$ cat src/rtl/alu_result_buffer.sv
// Small in-order FIFO between the ALU and writeback, with a forwarding lookup
// that returns the youngest buffered result for a source register.
module alu_result_buffer #(
  parameter int unsigned DATA_WIDTH     = 32,
  parameter int unsigned REG_ADDR_WIDTH = 5,
  parameter int unsigned DEPTH          = 4
) (
  input  logic                        i_clk,
  input  logic                        i_rst_n,
  input  logic                        i_flush,
  input  logic                        i_valid,
  output logic                        o_ready,
  input  logic [DATA_WIDTH-1:0]       i_result,
  input  logic [REG_ADDR_WIDTH-1:0]   i_rd,
  input  logic                        i_wb_en,
  output logic                        o_valid,
  input  logic                        i_ready,
  output logic [DATA_WIDTH-1:0]       o_result,
  output logic [REG_ADDR_WIDTH-1:0]   o_rd,
  output logic                        o_wb_en,
  output logic [$clog2(DEPTH):0]      o_count,
  input  logic [REG_ADDR_WIDTH-1:0]   i_fwd_rs,
  output logic                        o_fwd_hit,
  output logic [DATA_WIDTH-1:0]       o_fwd_data
);

  localparam int unsigned PTR_W = $clog2(DEPTH);
  localparam int unsigned CNT_W = PTR_W + 1;

  logic [DATA_WIDTH-1:0]     mem_result [DEPTH];
  logic [REG_ADDR_WIDTH-1:0] mem_rd     [DEPTH];
  logic                      mem_wb_en  [DEPTH];

  logic [PTR_W-1:0] rd_ptr;
  logic [PTR_W-1:0] wr_ptr;
  logic [CNT_W-1:0] count;
  logic             push;
  logic             pop;
  logic [PTR_W-1:0] fwd_idx;

  assign o_count = count;
  assign o_ready = (count < CNT_W'(DEPTH));
  assign o_valid = (count != '0);
  assign push    = i_valid && o_ready && !i_flush;
  assign pop     = o_valid && i_ready && !i_flush;

  // Pointers and occupancy; flush wins over any same-cycle push or pop.
  always_ff @(posedge i_clk or negedge i_rst_n) begin
    if (!i_rst_n) begin
      rd_ptr <= '0;
      wr_ptr <= '0;
      count  <= '0;
    end else if (i_flush) begin
      rd_ptr <= '0;
      wr_ptr <= '0;
      count  <= '0;
    end else begin
      if (push) wr_ptr <= wr_ptr + PTR_W'(1);
      if (pop)  rd_ptr <= rd_ptr + PTR_W'(1);
      if (push && !pop)      count <= count + CNT_W'(1);
      else if (pop && !push) count <= count - CNT_W'(1);
    end
  end

  // Entry storage needs no reset: slots beyond count are never observed.
  always_ff @(posedge i_clk) begin
    if (push) begin
      mem_result[wr_ptr] <= i_result;
      mem_rd[wr_ptr]     <= i_rd;
      mem_wb_en[wr_ptr]  <= i_wb_en;
    end
  end

  assign o_result = o_valid ? mem_result[rd_ptr] : '0;
  assign o_rd     = o_valid ? mem_rd[rd_ptr]     : '0;
  assign o_wb_en  = o_valid ? mem_wb_en[rd_ptr]  : 1'b0;

  // Walk from oldest to youngest so the last match found is the youngest.
  always_comb begin
    o_fwd_hit  = 1'b0;
    o_fwd_data = '0;
    fwd_idx    = '0;
    for (int i = 0; i < int'(DEPTH); i++) begin
      fwd_idx = rd_ptr + PTR_W'(i);
      if ((CNT_W'(i) < count) && mem_wb_en[fwd_idx] &&
          (mem_rd[fwd_idx] == i_fwd_rs) && (i_fwd_rs != '0)) begin
        o_fwd_hit  = 1'b1;
        o_fwd_data = mem_result[fwd_idx];
      end
    end
  end

endmodule

$ cat config.mk
export PLATFORM = sky130hd
export DESIGN_NAME = alu_result_buffer
export DESIGN_NICKNAME = d
export VERILOG_FILES = /design/src/rtl/alu_result_buffer.sv
export SDC_FILE = /design/constraint.sdc
export NUM_CORES = 1
export LEC_CHECK = 0
export CORE_ASPECT_RATIO = 1.25
export CORE_MARGIN = 10
export CORE_UTILIZATION = 45
export CTS_CLUSTER_DIAMETER = 30
export DETAILED_ROUTE_END_ITERATION = 16
export GPL_ROUTABILITY_DRIVEN = 0
export PLACE_DENSITY = 0.69
export SKIP_CTS_REPAIR_TIMING = 1
export SLEW_MARGIN = 5
export SYNTH_ARGS = -nofsm -noshare
export SYNTH_HDL_FRONTEND = slang
export SYNTH_SLANG_ARGS = --single-unit
$ cat constraint.sdc
create_clock -name i_clk -period 2.5 [get_ports i_clk]
set_input_delay 0.375 -clock i_clk [delete_from_list [all_inputs] [get_ports i_clk]]
set_output_delay 0.375 -clock i_clk [all_outputs]
set_load 0.005 [all_outputs]
## After elaboration in Yosys (flattened, before gate mapping)

Memories as Yosys holds them, arrays and structs flattened.
Index checks and enable logic that the tools add are counted.

| operators by class | value |
|---|---|
| add/subtract/negate cells | 6 |
| multipliers | 0 |
| div/mod/pow operators | 0 |
| order comparisons | 5 |
| equality and inequality tests | 4 |
| shift-type cells | 0 |
| multiplexer cells | 20 |
| bitwise gates (word level) | 0 |
| reduce and logical (&&, ||, !) cells | 26 |

Operators with widths:

| operator | number |
|---|---|
| 32-bit two-way mux | 5 |
| 5-bit equality test | 4 |
| 1-bit logical AND | 18 |
| 3-bit two-way mux | 3 |
| 2-bit two-way mux | 4 |
| 1-bit two-way mux | 7 |
| 1-bit by 3-bit less-than comparator with 1-bit output (first input constant) | 2 |
| 2-bit by 3-bit less-than comparator with 1-bit output (first input constant) | 2 |
| 3-bit nonzero test | 2 |
| 5-bit two-way mux | 1 |
| 5-bit nonzero test | 1 |
| 2-bit by 1-bit adder with 2-bit output (second input constant) | 2 |
| 2-bit adder (second input constant) | 2 |
| 2-bit nonzero test | 2 |
| 3-bit by 1-bit adder with 3-bit output (second input constant) | 1 |
| 1-bit zero test | 3 |
| 3-bit less-than comparator (second input constant) | 1 |
| 3-bit by 1-bit subtractor with 3-bit output (second input constant) | 1 |

| word-level totals | value |
|---|---|
| register bits after elaboration | 7 |
| latch bits | 0 |
| memory bits (writable) | 152 |
| memory bits (read-only) | 0 |
| bits of input ports | 48 |
| output and inout port bits | 76 |
| word-level logic and storage cells | 67 |
| memories kept | 3 |

Memories:

| memory | words | width | read ports | clocked after memory_dff | wr ports | RTL line | text |
|---|---|---|---|---|---|---|---|
| mem_result | 4 | 32 | 4 | 0 | 1 | 30 | `logic [DATA_WIDTH-1:0] mem_result [DEPTH];` |
| mem_rd | 4 | 5 | 4 | 0 | 1 | 31 | `logic [REG_ADDR_WIDTH-1:0] mem_rd [DEPTH];` |
| mem_wb_en | 4 | 1 | 4 | 0 | 1 | 32 | `logic mem_wb_en [DEPTH];` |

## Depth between registers and ports, before layout

| logic depth | value |
|---|---|
| depth in word-level cells | 8 |
| depth in mapped cells | 11 |
| depth with buffers taken out | 9 |

## Worst setup path before layout

OpenSTA, ideal clock, no wires.

| timing path | value |
|---|---|
| kind | register -> output |
| start | reg rd_ptr[0] |
| end | out o_fwd_data[22] |
| data arrival time | 2.264 ns |
| data required time | 2.125 ns |
| slack | -0.139 ns |
| stages on the path, launching flop included | 9 |
| path buffers | 1 |
| path through | dfrtp_1 -> mux4_2 -> xor2_1 -> a2111oi_4 -> o2111ai_4 -> nor2b_4 -> buf_6 -> a211oi_2 -> o22ai_2 |

| between the ends | value |
|---|---|
| word-level cells in the longest chain between the ends | 8 |
| elaborated cells between the ends (all ways) | 26 |
| classes of those cells | add/sub (3); eq/ne (4); mux (4); reduce/logical (12); memory (3) |

Ends and longest elaborated chain:

| element | RTL line | text |
|---|---|---|
| start, declared | 34 | `logic [PTR_W-1:0] rd_ptr;` |
| start signal, assigned | 59 | `if (pop) rd_ptr <= rd_ptr + PTR_W'(1);` |
| 2-bit by 1-bit adder with 2-bit output, or another cell as far along | 84 | `fwd_idx = rd_ptr + PTR_W'(i);` |
| memory read 4 x 5 bit, or another cell as far along | n/a |  |
| 5-bit equality test / 1-bit logical AND (equally long branches) | 86, 85 |  |
| 1-bit logical AND, on equally long branches | 85, 86 |  |
| 1-bit logical AND / 32-bit two-way mux (equally long branches) | 86, 85 |  |
| 32-bit two-way mux (2 in a row) | 85 | `if ((CNT_W'(i) < count) && mem_wb_en[fwd_idx] &&` |
| 32-bit two-way mux * | 85 |  |
| end, declared | 24 | `output logic [DATA_WIDTH-1:0] o_fwd_data` |

Mark *: on every way between the ends. The rest lies on a longest branch, timed or not.

## Worst setup path in the final report

| timing path | value |
|---|---|
| start | reg rd_ptr[0] |
| end | out o_fwd_data[28] |

The elaborated chain is that of the path after synthesis.

==> summary.txt <==
Clocking
  • Root Buffer Master: clkbuf_16
  • Bufs on Longest Clock Path: 2
  • Clock slew at reported path FFs: around 0.060 ns
  • H-tree levels: 4
  • Total CTS buffers: 17
  • TritonCTS clock tree: yes
  • CTS sink count: between 150 and 200
  • Skew-Pair Late Insertion Delay: approximately 0.44 ns

Die
  • # IOs: 124
  • Die W: 156 um
  • Core Rows: between 60 and 70
  • Initial core utilization: approximately 46%
  • Core area: ~23,000 um2
  • Die Ht: around 190 um
  • Die Area: between 20,000 and 30,000 um2

Synth
  • Ys flop type: edfxtp_1
  • Cell count after synthesis: roughly 840
  • Synth unique cells: 56
  • Synth Warn #: 0
  • Syn avg cell area: ~12 um2
  • Synthesized area: ~10,000 um2
  • Yosys reg bits: about 160
  • Syn_nets: ~900
  • Seq/Total Area, Yosys: between 40% and 50%
  • Asr flop ratio synth: 4.40%
  • Post-synth EDFFs: ~150

STA
  • Crit path setup slack, layout: -1.13 ns
  • Fin Clk Skew: 0.00657 ns
  • Slew Viols, Final: 0
  • Tmin final: roughly 3.6 ns
  • RSZ-0062 raised after global routing: true
  • WHS: 0.206 ns
  • Least-Margin Pin Slew: slightly above 0.7 ns
  • Max_slew headroom: a little over half
  • F_max: between 200 and 300 MHz
  • Final Cycle Share: 145%
  • # setup viols final: 66
  • Final Hold Viols: 0

Route
  • Avg WL per Cell: roughly 21 um
  • DR iter-0 viols: about 470
  • DR DRC count: 0
  • Routed WL: 29,700 um
  • Routed via count: ~8,000
  • Antenna-violating nets left: 0
  • DR vias/cell: roughly 5.7
  • First-pass DRT Iterations: 4

Worst setup path
  • Critical path cell sequence: mux4_2 -> xor2_2 -> a2111oi_4 -> o2111ai_4 -> nor2b_4 -> buf_6 -> buf_6 -> clkbuf_16 -> a211oi_2 -> o22ai_2 -> dlymetal6s2s_1
  • CP arrival: around 3.3 ns
  • Slowest CP cell: mux4_2
  • Crit-path max FO: 8
  • Critical path launch point type: flip-flop
  • Worst Path Required: approximately 2.1 ns
  • Most used cell, CP: buf_6
  • Bufs and invs on worst path: 4
  • CP peak stage delay: between 0.5 and 0.6 ns
  • Critical path class: reg2out
  • Delay-heaviest family, CP: compound AO/OA/AOI/OAI gates
  • Critical Path End Type: primary output

Place
  • Place WS: -0.971 ns
  • DP HPWL: 17,600 um
  • Placed cell count: between 1,000 and 1,500
  • Port Buffer Count: approximately 120

Cells and area
  • Non-Filler Instances: 1,391
  • Register area: ~4700 um2
  • Area Overhead vs Synth: 39.2%
  • Fin nets: around 1,100
  • Layout Utilization: 63.5%
  • Filler cell count: between 1,500 and 2,000
  • Share of post-route cells with drive strength above 1: between 40% and 50%
  • Multi-input logic area: around 5700 um2

Global routing
  • Initial antenna violation count: 2
  • Total grt overflow: 0
  • First-pass GRT wire length: slightly below 40,000 um
  • Gr usage total: roughly 17%
  • Largest net degree at the start of global routing: 94
  • Vias in the first global route: approximately 7,600

Hold path
  • Worst Hold Class: in2async

Power
  • Pleak: slightly below 0.006 uW
  • Peak supply drop: around 0.00090 V
  • Power Dens Cells: 826 nW/um2

Run status
  • Failing checks: setup timing
  • Outcome: complete, but fails checks

Job
  • Max-cap viol count: 0
layout by cell type, fill, tap and decap left out, types with 6 or more instances in the layout:
cell,instances
clkbuf_2,29
clkdlybuf4s50_1,58
inv_1,10
ha_1,8
dlymetal6s2s_1,24
and2_1,24
buf_2,11
mux2i_1,84
a211oi_2,48
nor2b_1,11
o22ai_1,16
nor2_2,21
xnor2_1,15
a21oi_2,29
mux2_2,76
mux2_4,9
nor2_1,45
buf_4,117
inv_6,6
a211oi_4,10
buf_12,23
a21oi_1,9
o22ai_2,16
xnor2_2,6
mux2i_2,9
edfxtp_1,152
mux4_2,25
buf_6,18
clkbuf_16,28
nand2_1,67
sequential cells by signal, summed over array words and instances, names as in the netlist:
signal / cells
mem_result: 128
mem_wb_en: 4
rd_ptr: 2
wr_ptr: 2
mem_rd: 20
o_count: 3
cell families (layout without fill, tap and decap cells):
logic type,Yosys count,in the layout,synth area share [%]
muxes,209,209,24.1
and+or+nand+nor,202,202,9.14
other,0,1,0
DFF,159,159,45.2
AOI/OAI and AO/OA,152,152,13.2
adders and majority gates,8,8,0.955
buffers and inverters,85,345,5.20
xor gates and xnor gates,27,27,2.26
cells in the mapped netlist (2+ instances only):
library cell,instances,area (um2)
a211oi_1,5,37.5
a211oi_2,57,713
a21oi_1,38,190
a311oi_1,2,17.5
a31oi_1,2,12.5
and2_1,31,194
and2b_4,3,30.0
and3_1,3,18.8
buf_1,10,37.5
buf_12,3,60.1
buf_2,20,100
buf_4,4,30.0
buf_6,11,124
clkbuf_1,16,60.1
clkbuf_4,2,15.0
dfrtp_1,7,175
dlygate4sd1_1,2,17.5
edfxtp_1,152,4560
ha_1,8,100
inv_1,11,41.3
inv_2,2,7.51
mux2_2,85,957
mux2i_1,98,981
mux4_1,2,52.6
mux4_2,23,518
nand2_1,67,251
nand3_1,2,10.0
nand4_1,3,18.8
nor2_1,70,263
nor2b_1,12,75.1
nor3_1,5,25.0
o21ai_0,4,20.0
o21ai_1,4,20.0
o22ai_1,24,150
o22ai_2,8,100
xnor2_1,21,184
xor2_1,6,52.6
final timing paths:
check | from | endpoint | slack (ns) | depth (start not counted)
worst min register to register | wr_ptr[0] | wr_ptr[0] | 0.61 | 2
worst min-delay path | i_rst_n | wr_ptr[0] | 0.21 | 1
worst max register to register | o_count[2] | mem_result[0][14] | 0.51 | 7
worst max-delay path | rd_ptr[0] | o_fwd_data[28] | -1.13 | 11
max in group asynchronous | i_rst_n | rd_ptr[1] | 2.02 | 1
min in group i_clk | i_result[23] | mem_result[3][23] | 0.57 | 1
per-layer routing:
layer  vias up  track usage, %  part of all wire, %
li1       3676               -                    -
met1      4012            19.7                   40
met2       225            30.0                   52
met3        55            3.77                  5.4
met4         2            5.45                  2.6
met5         -               0                0.037
through the flow:
stage | power (uW) | area, um2 | TNS [ns]
finish | 12100 | 14600 | -43.05
global route | 12600 | 14600 | -49.84
CTS | 11000 | 13200 | -72.90
detailed placement | 8350 | 12600 | -41.88
global placement | 8320 | 12600 | -39.38
floorplan | 6230 | 10500 | -1.25
layout make-up:
cell class	count	share of cell area, %
antenna	1	0.0172
clock inverter	15	1.19
clock buffer	17	2.92
timing repair buffer	300	21.1
tap	288	2.47
inverter	13	0.386
multi-input combinational	598	39.3
sequential	159	32.6
where the power goes:
part           switching, uW  total [uW]  internal [uW]
clock network           1150        2650           1500
logic                   3020        6220           3210
registers               88.8        3180           3100
total                   4250       12100           7800
worst register-to-register path, delay by kind of cell, from the launching register on:
| kind | cells | cell delay [ns] |
|---|---|---|
| buf+inv | 4 | 0.68 |
| simple gates | 3 | 0.62 |
| flops | 1 | 0.39 |
No activity file was read; power rests on OpenSTA's default activity.
